## src/rtl/uart_rx_os.sv

```systemverilog
// Oversampling UART receiver: start-bit validation, mid-bit sampling, optional parity,
// 1-2 stop bits, line-break tracking and a single-entry valid/ready output register.
module uart_rx_os #(
  parameter int unsigned DATA_BITS    = 8,
  parameter int unsigned PARITY_MODE  = 1,
  parameter int unsigned STOP_BITS    = 1,
  parameter int unsigned CLKS_PER_BIT = 6
) (
  input  logic                 clk,
  input  logic                 reset,
  input  logic                 rx,
  input  logic                 ready,
  output logic [DATA_BITS-1:0] data,
  output logic                 valid,
  output logic                 parity_err,
  output logic                 frame_err,
  output logic                 overrun,
  output logic                 busy
);

  localparam int unsigned CntW = $clog2(CLKS_PER_BIT);
  localparam int unsigned BitW = 4;
  localparam logic [CntW-1:0] CntHalf  = CntW'(CLKS_PER_BIT / 2);
  localparam logic [CntW-1:0] CntLast  = CntW'(CLKS_PER_BIT - 1);
  localparam logic [BitW-1:0] DataLast = BitW'(DATA_BITS - 1);
  localparam logic [BitW-1:0] StopLast = BitW'(STOP_BITS - 1);

  typedef enum logic [2:0] {StIdle, StStart, StData, StParity, StStop, StBreak} state_e;

  state_e                 state_q, state_d;
  logic [CntW-1:0]        cnt_q, cnt_d;
  logic [BitW-1:0]        bit_q, bit_d;
  logic [DATA_BITS-1:0]   shreg_q, shreg_d;
  logic                   par_q, par_d;
  logic                   ferr_q, ferr_d;
  logic                   rx_meta, rxs;
  logic                   armed_q;
  logic                   done;
  logic                   done_perr;

  // Synchronizer flops reset high so an idle line is not mistaken for a start bit.
  always_ff @(posedge clk or negedge reset) begin
    if (!reset) begin
      rx_meta <= 1'b1;
      rxs     <= 1'b1;
      armed_q <= 1'b0;
    end else begin
      rx_meta <= rx;
      rxs     <= rx_meta;
      armed_q <= armed_q | rxs;
    end
  end

  always_ff @(posedge clk or negedge reset) begin
    if (!reset) begin
      state_q <= StIdle;
      cnt_q   <= '0;
      bit_q   <= '0;
      shreg_q <= '0;
      par_q   <= 1'b0;
      ferr_q  <= 1'b0;
    end else begin
      state_q <= state_d;
      cnt_q   <= cnt_d;
      bit_q   <= bit_d;
      shreg_q <= shreg_d;
      par_q   <= par_d;
      ferr_q  <= ferr_d;
    end
  end

  always_comb begin
    state_d = state_q;
    cnt_d   = cnt_q;
    bit_d   = bit_q;
    shreg_d = shreg_q;
    par_d   = par_q;
    ferr_d  = ferr_q;
    done    = 1'b0;
    case (state_q)
      StIdle: begin
        cnt_d = '0;
        bit_d = '0;
        if (armed_q && !rxs) begin
          state_d = StStart;
          ferr_d  = 1'b0;
          par_d   = 1'b0;
        end
      end
      StStart: begin
        if (cnt_q == CntHalf) begin
          cnt_d   = '0;
          state_d = rxs ? StIdle : StData;
        end else begin
          cnt_d = cnt_q + 1'b1;
        end
      end
      StData: begin
        if (cnt_q == CntLast) begin
          cnt_d   = '0;
          shreg_d = {rxs, shreg_q[DATA_BITS-1:1]};
          if (bit_q == DataLast) begin
            bit_d   = '0;
            state_d = (PARITY_MODE == 0) ? StStop : StParity;
          end else begin
            bit_d = bit_q + 1'b1;
          end
        end else begin
          cnt_d = cnt_q + 1'b1;
        end
      end
      StParity: begin
        if (cnt_q == CntLast) begin
          cnt_d   = '0;
          par_d   = rxs;
          state_d = StStop;
        end else begin
          cnt_d = cnt_q + 1'b1;
        end
      end
      StStop: begin
        if (cnt_q == CntLast) begin
          cnt_d = '0;
          if (!rxs) ferr_d = 1'b1;
          if (bit_q == StopLast) begin
            bit_d   = '0;
            done    = 1'b1;
            state_d = rxs ? StIdle : StBreak;
          end else begin
            bit_d = bit_q + 1'b1;
          end
        end else begin
          cnt_d = cnt_q + 1'b1;
        end
      end
      StBreak: begin
        cnt_d = '0;
        if (rxs) state_d = StIdle;
      end
      default: state_d = StIdle;
    endcase
  end

  always_comb begin
    done_perr = 1'b0;
    if (PARITY_MODE == 1) done_perr = ^{shreg_q, par_q};
    else if (PARITY_MODE == 2) done_perr = ~^{shreg_q, par_q};
  end

  // Completed frames load only into an empty or draining register; otherwise they are dropped.
  always_ff @(posedge clk or negedge reset) begin
    if (!reset) begin
      data       <= '0;
      valid      <= 1'b0;
      parity_err <= 1'b0;
      frame_err  <= 1'b0;
      overrun    <= 1'b0;
    end else begin
      overrun <= 1'b0;
      if (done) begin
        if (!valid || ready) begin
          valid      <= 1'b1;
          data       <= shreg_q;
          parity_err <= done_perr;
          frame_err  <= ferr_d;
        end else begin
          overrun <= 1'b1;
        end
      end else if (valid && ready) begin
        valid <= 1'b0;
      end
    end
  end

  assign busy = (state_q != StIdle);

endmodule
```

## config.mk

```make
export PLATFORM = sky130hd
export DESIGN_NAME = uart_rx_os
export DESIGN_NICKNAME = d
export VERILOG_FILES = /design/src/rtl/uart_rx_os.sv
export SDC_FILE = /design/constraint.sdc
export NUM_CORES = 1
export LEC_CHECK = 0
export CAP_MARGIN = 20
export CORE_MARGIN = 2
export CORE_UTILIZATION = 41
export DETAILED_ROUTE_END_ITERATION = 10
export GPL_TIMING_DRIVEN = 0
export SLEW_MARGIN = 20
export SYNTH_ARGS = -nofsm -noshare
export SYNTH_HDL_FRONTEND = slang
export SYNTH_SLANG_ARGS = --single-unit
```

## constraint.sdc

```tcl
create_clock -name clk -period 4.5 [get_ports clk]
set_input_delay 0.9 -clock clk [delete_from_list [all_inputs] [get_ports clk]]
set_output_delay 0.9 -clock clk [all_outputs]
set_load 0.01 [all_outputs]
```

==> results.json <==
{
  "status": "completed",
  "sequentialPowerShare_pct": 32.2,
  "synth.area.mux_share_pct": 11.6,
  "power.share.switching_pct": 35.3,
  "main_combinational_cell_family_by_area_after_synthesis": "simple AND/OR/NAND/NOR gates",
  "top_cell_type_s_share_of_synthesized_area_pct": 45.3,
  "synth.yosys.seq_area_share_pct": 48.2,
  "cap_violations": 0,
  "final.setup.tns_ns": 0,
  "critical_path.max_stage_delay_ns": 0.52,
  "synthesis.nets": 167,
  "final_setup_skew_ns": 0.00697,
  "drt-vias-per-instance": 5.46,
  "timing.final.crit_period_ns": 3.02,
  "final_cell_count_no_fill": 234,
  "worstPathRequired_ns": 3.60,
  "fillers": 399,
  "antenna_found_initial": 0,
  "number_of_drc_violations_after_detailed_routing": 0,
  "ys_ff_latch": 35,
  "clock_latency_ns": 0.29,
  "path_clk_slew_ns": 0.07,
  "crit_chain": "clkbuf_1 > clkbuf_1 > or3_1 > clkdlybuf4s50_1",
  "pwr-share-comb_pct": 42.4,
  "critPathCaptureType": "primary output",
  "place.detailed.hpwl_microns": 2560,
  "critical_path.startpoint_type": "flop",
  "antenna_violating_nets_post_route": 0,
  "area_growth_pct": 20.9,
  "period_share_pct": 67.2,
  "htree_levels": 2,
  "path_delay_family": "buffers and inverters",
  "cpMostUsedCell": "clkbuf_1",
  "port_buffers": 16,
  "synthFlopType": "dfrtp_1",
  "timing_max_transition_violations_final": 0,
  "post_synth_main_area_contributors": "dfrtp_1 45%, mux2_2 11%, ha_1 4.1%",
  "cts.sinks": 35,
  "synth.yosys.warnings": 0,
  "post_synth_xor_area_fraction_pct": 4.12,
  "library_cell_with_the_largest_summed_area_after_synthesis": "dfrtp_1",
  "grt_first_pass_wirelength_microns": 6130,
  "slew_headroom_pct": 46.1,
  "cell_internal_pwr_w": 0.000849,
  "net-switching-power_w": 0.000463,
  "global_route.overflow_total": 0,
  "worstPathMaxFanout": 10,
  "area_of_the_mapped_netlist_sq_mm": 0.00182,
  "crit_buf_inv": 3,
  "holdCritPathClass": "reg2reg",
  "power_leakage_nw": 0.986,
  "top_level_ports": 17,
  "die_height_microns": 70.7,
  "grt_max_degree": 23,
  "drt-total-wl_microns": 3540,
  "arrival_ns": 2.12,
  "synth-edff-count": 0,
  "synth.avg_cell_area_sq_um": 11.6,
  "design.final.nets": 191,
  "report.final.setup_viol": 0,
  "detailroute.via_count": 1278,
  "synth_async_sr_flop_share_pct": 100,
  "cts_tree": "yes",
  "synth.lib_cells_used.distinct": 49,
  "critical-path-slowest-cell": "clkdlybuf4s50_1",
  "fp.dieArea_sq_mm": 0.00499,
  "diodes": 0,
  "cts.repair_timing.setup_buffer_count": 0,
  "maxClockFrequency_mhz": 331,
  "finalHoldViolCount": 0,
  "synth-compound-area-share_pct": 13.3,
  "dr.first_iter.drc_count": 47,
  "grt_pass1_vias": 1300,
  "fp.dieW_microns": 70.7,
  "syn_inst": 157,
  "globalplace.congestion": 0.863,
  "critical_path_class": "reg2out",
  "worst_pin_slew_ns": 0.806,
  "post_synth_and_or_nand_nor_area_fraction_pct": 13.9,
  "initial_core_util_pct": 42.1,
  "placed_cells": 226,
  "rsz0062_at_grt": "no",
  "cts.root.buffer_cell": "clkbuf_8",
  "synthAdderAreaFrac_pct": 4.67,
  "global_route.usage.total_pct": 15.7,
  "ir_worst_vdd_mv": 0.282,
  "ctsResizeCount": 0,
  "cts.path.max_buffers": 2,
  "post_drt_wl_per_cell_microns": 15.1,
  "power.share.clock_pct": 25.4,
  "number_of_core_rows": 24,
  "core-area_sq_mm": 0.00432,
  "power_density_mw_per_mm2": 596,
  "drive_gt1_share_pct": 20.3,
  "dr.pass1.iters": 4,
  "postCtsHoldBufs": 0,
  "cts-buffers-inserted": 5
}
Yosys cell counts, types with 3 or more instances:
| cell type | instances |
|---|---|
| dfrtp_1 | 33 |
| mux2_2 | 17 |
| a21oi_1 | 7 |
| inv_1 | 7 |
| nand2_1 | 7 |
| o21ai_0 | 7 |
| ha_1 | 6 |
| clkbuf_1 | 5 |
| nand2b_1 | 5 |
| nor2_1 | 4 |
| nor3_1 | 4 |
| xnor2_1 | 4 |
| a21o_1 | 3 |
cell usage in the layout (no fill, tap or decap), types with 2 or more instances in the layout:
| master | synthesis | routed |
|---|---|---|
| clkdlybuf4s50_1 | 0 | 15 |
| ha_1 | 6 | 6 |
| nor4b_1 | 2 | 2 |
| a211o_1 | 2 | 2 |
| bufinv_16 | 0 | 2 |
| a221o_1 | 2 | 2 |
| clkbuf_1 | 5 | 6 |
| nand2b_1 | 5 | 5 |
| nand2_1 | 7 | 7 |
| dfstp_2 | 2 | 2 |
| nor3_1 | 4 | 4 |
| mux2i_1 | 2 | 2 |
| a21oi_1 | 7 | 7 |
| a21o_1 | 3 | 3 |
| o22ai_1 | 2 | 2 |
| buf_6 | 2 | 2 |
| a211oi_1 | 2 | 2 |
| a31oi_1 | 2 | 2 |
| clkbuf_8 | 0 | 5 |
| a22o_1 | 2 | 2 |
| dfrtp_1 | 33 | 33 |
| xor2_1 | 2 | 2 |
| inv_1 | 7 | 7 |
| xnor2_1 | 4 | 4 |
| mux2_2 | 17 | 17 |
| o21ai_0 | 7 | 7 |
| nor2b_1 | 2 | 2 |
| nor2_1 | 4 | 4 |
registers in the layout, summed over array words and instances, names as in the netlist:
| name | cells |
|---|---|
| shreg_q | 8 |
| valid | 1 |
| rx_meta | 1 |
| overrun | 1 |
| parity_err | 1 |
| rxs | 1 |
| bit_q | 4 |
| data | 8 |
| par_q | 1 |
| ferr_q | 1 |
| state_q | 3 |
| frame_err | 1 |
| cnt_q | 3 |
| armed_q | 1 |
final cells by class:
type	instances	area (sq um)	share of cell area, %
Sequential cell	35	878	39.9
Multi-Input combinational cell	106	867	39.4
Timing Repair Buffer	17	183	8.30
Clock buffer	6	72.6	3.30
Tap cell	52	65.1	2.95
Clock inverter	2	60.1	2.73
Buffer	9	50.0	2.27
Inverter	7	26.3	1.19
metrics by stage:
| stage | total power, W | hold slack [ns] | instance area [sq um] | util (%) | setup WS (ns) |
|---|---|---|---|---|---|
| finish | 0.00131 | 0.358 | 2200 | 50.9 | 1.48 |
| CTS | 0.00132 | 0.358 | 2200 | 50.9 | 1.50 |
| floorplan | 0.000840 | 0.345 | 1820 | - | 2.45 |
| global route | 0.00141 | 0.366 | 2200 | 50.9 | 1.33 |
| detailed placement | 0.000978 | 0.348 | 2070 | 47.9 | 1.80 |
| global placement | 0.000957 | 0.347 | 2050 | 47.3 | 1.75 |
cell families (layout without fill, tap and decap cells):
family / after synthesis / count (layout)
compound gates: 35 / 35
fa+ha+maj: 7 / 7
flops: 35 / 35
simple gates: 38 / 38
buf+inv: 16 / 41
mux: 19 / 19
xor+xnor: 7 / 7
layer usage:
layer | vias up | track usage [%] | part of all wire (%)
met5 | - | 0 | 0
met4 | 0 | 4.82 | 0.48
met3 | 2 | 4.84 | 3.5
met2 | 23 | 26.1 | 51
met1 | 633 | 19.8 | 45
li1 | 620 | - | -
power by group through the flow:
stage	Clock, W	Combinational, W	Sequential (W)
2_1_floorplan	0	0.000423	0.000418
3_3_place_gp	0	0.000532	0.000425
3_5_place_dp	0	0.000549	0.000429
4_1_cts	0.000344	0.000557	0.000423
5_1_grt	0.000358	0.000619	0.000433
6_report	0.000334	0.000556	0.000423
final timing paths:
path / start / to / slack, ns / cells past startpoint
setup / recovery: state_q[0] / busy / 1.48 / 4
hold / removal: rx_meta / rxs / 0.36 / 0
setup reg to reg: bit_q[0] / state_q[1] / 2.48 / 6
hold reg to reg: rx_meta / rxs / 0.36 / 0
max in group asynchronous: reset / shreg_q[4] / 3.56 / 2
min in group asynchronous: reset / bit_q[0] / 0.52 / 1
Power figures use the tool's default switching activity.
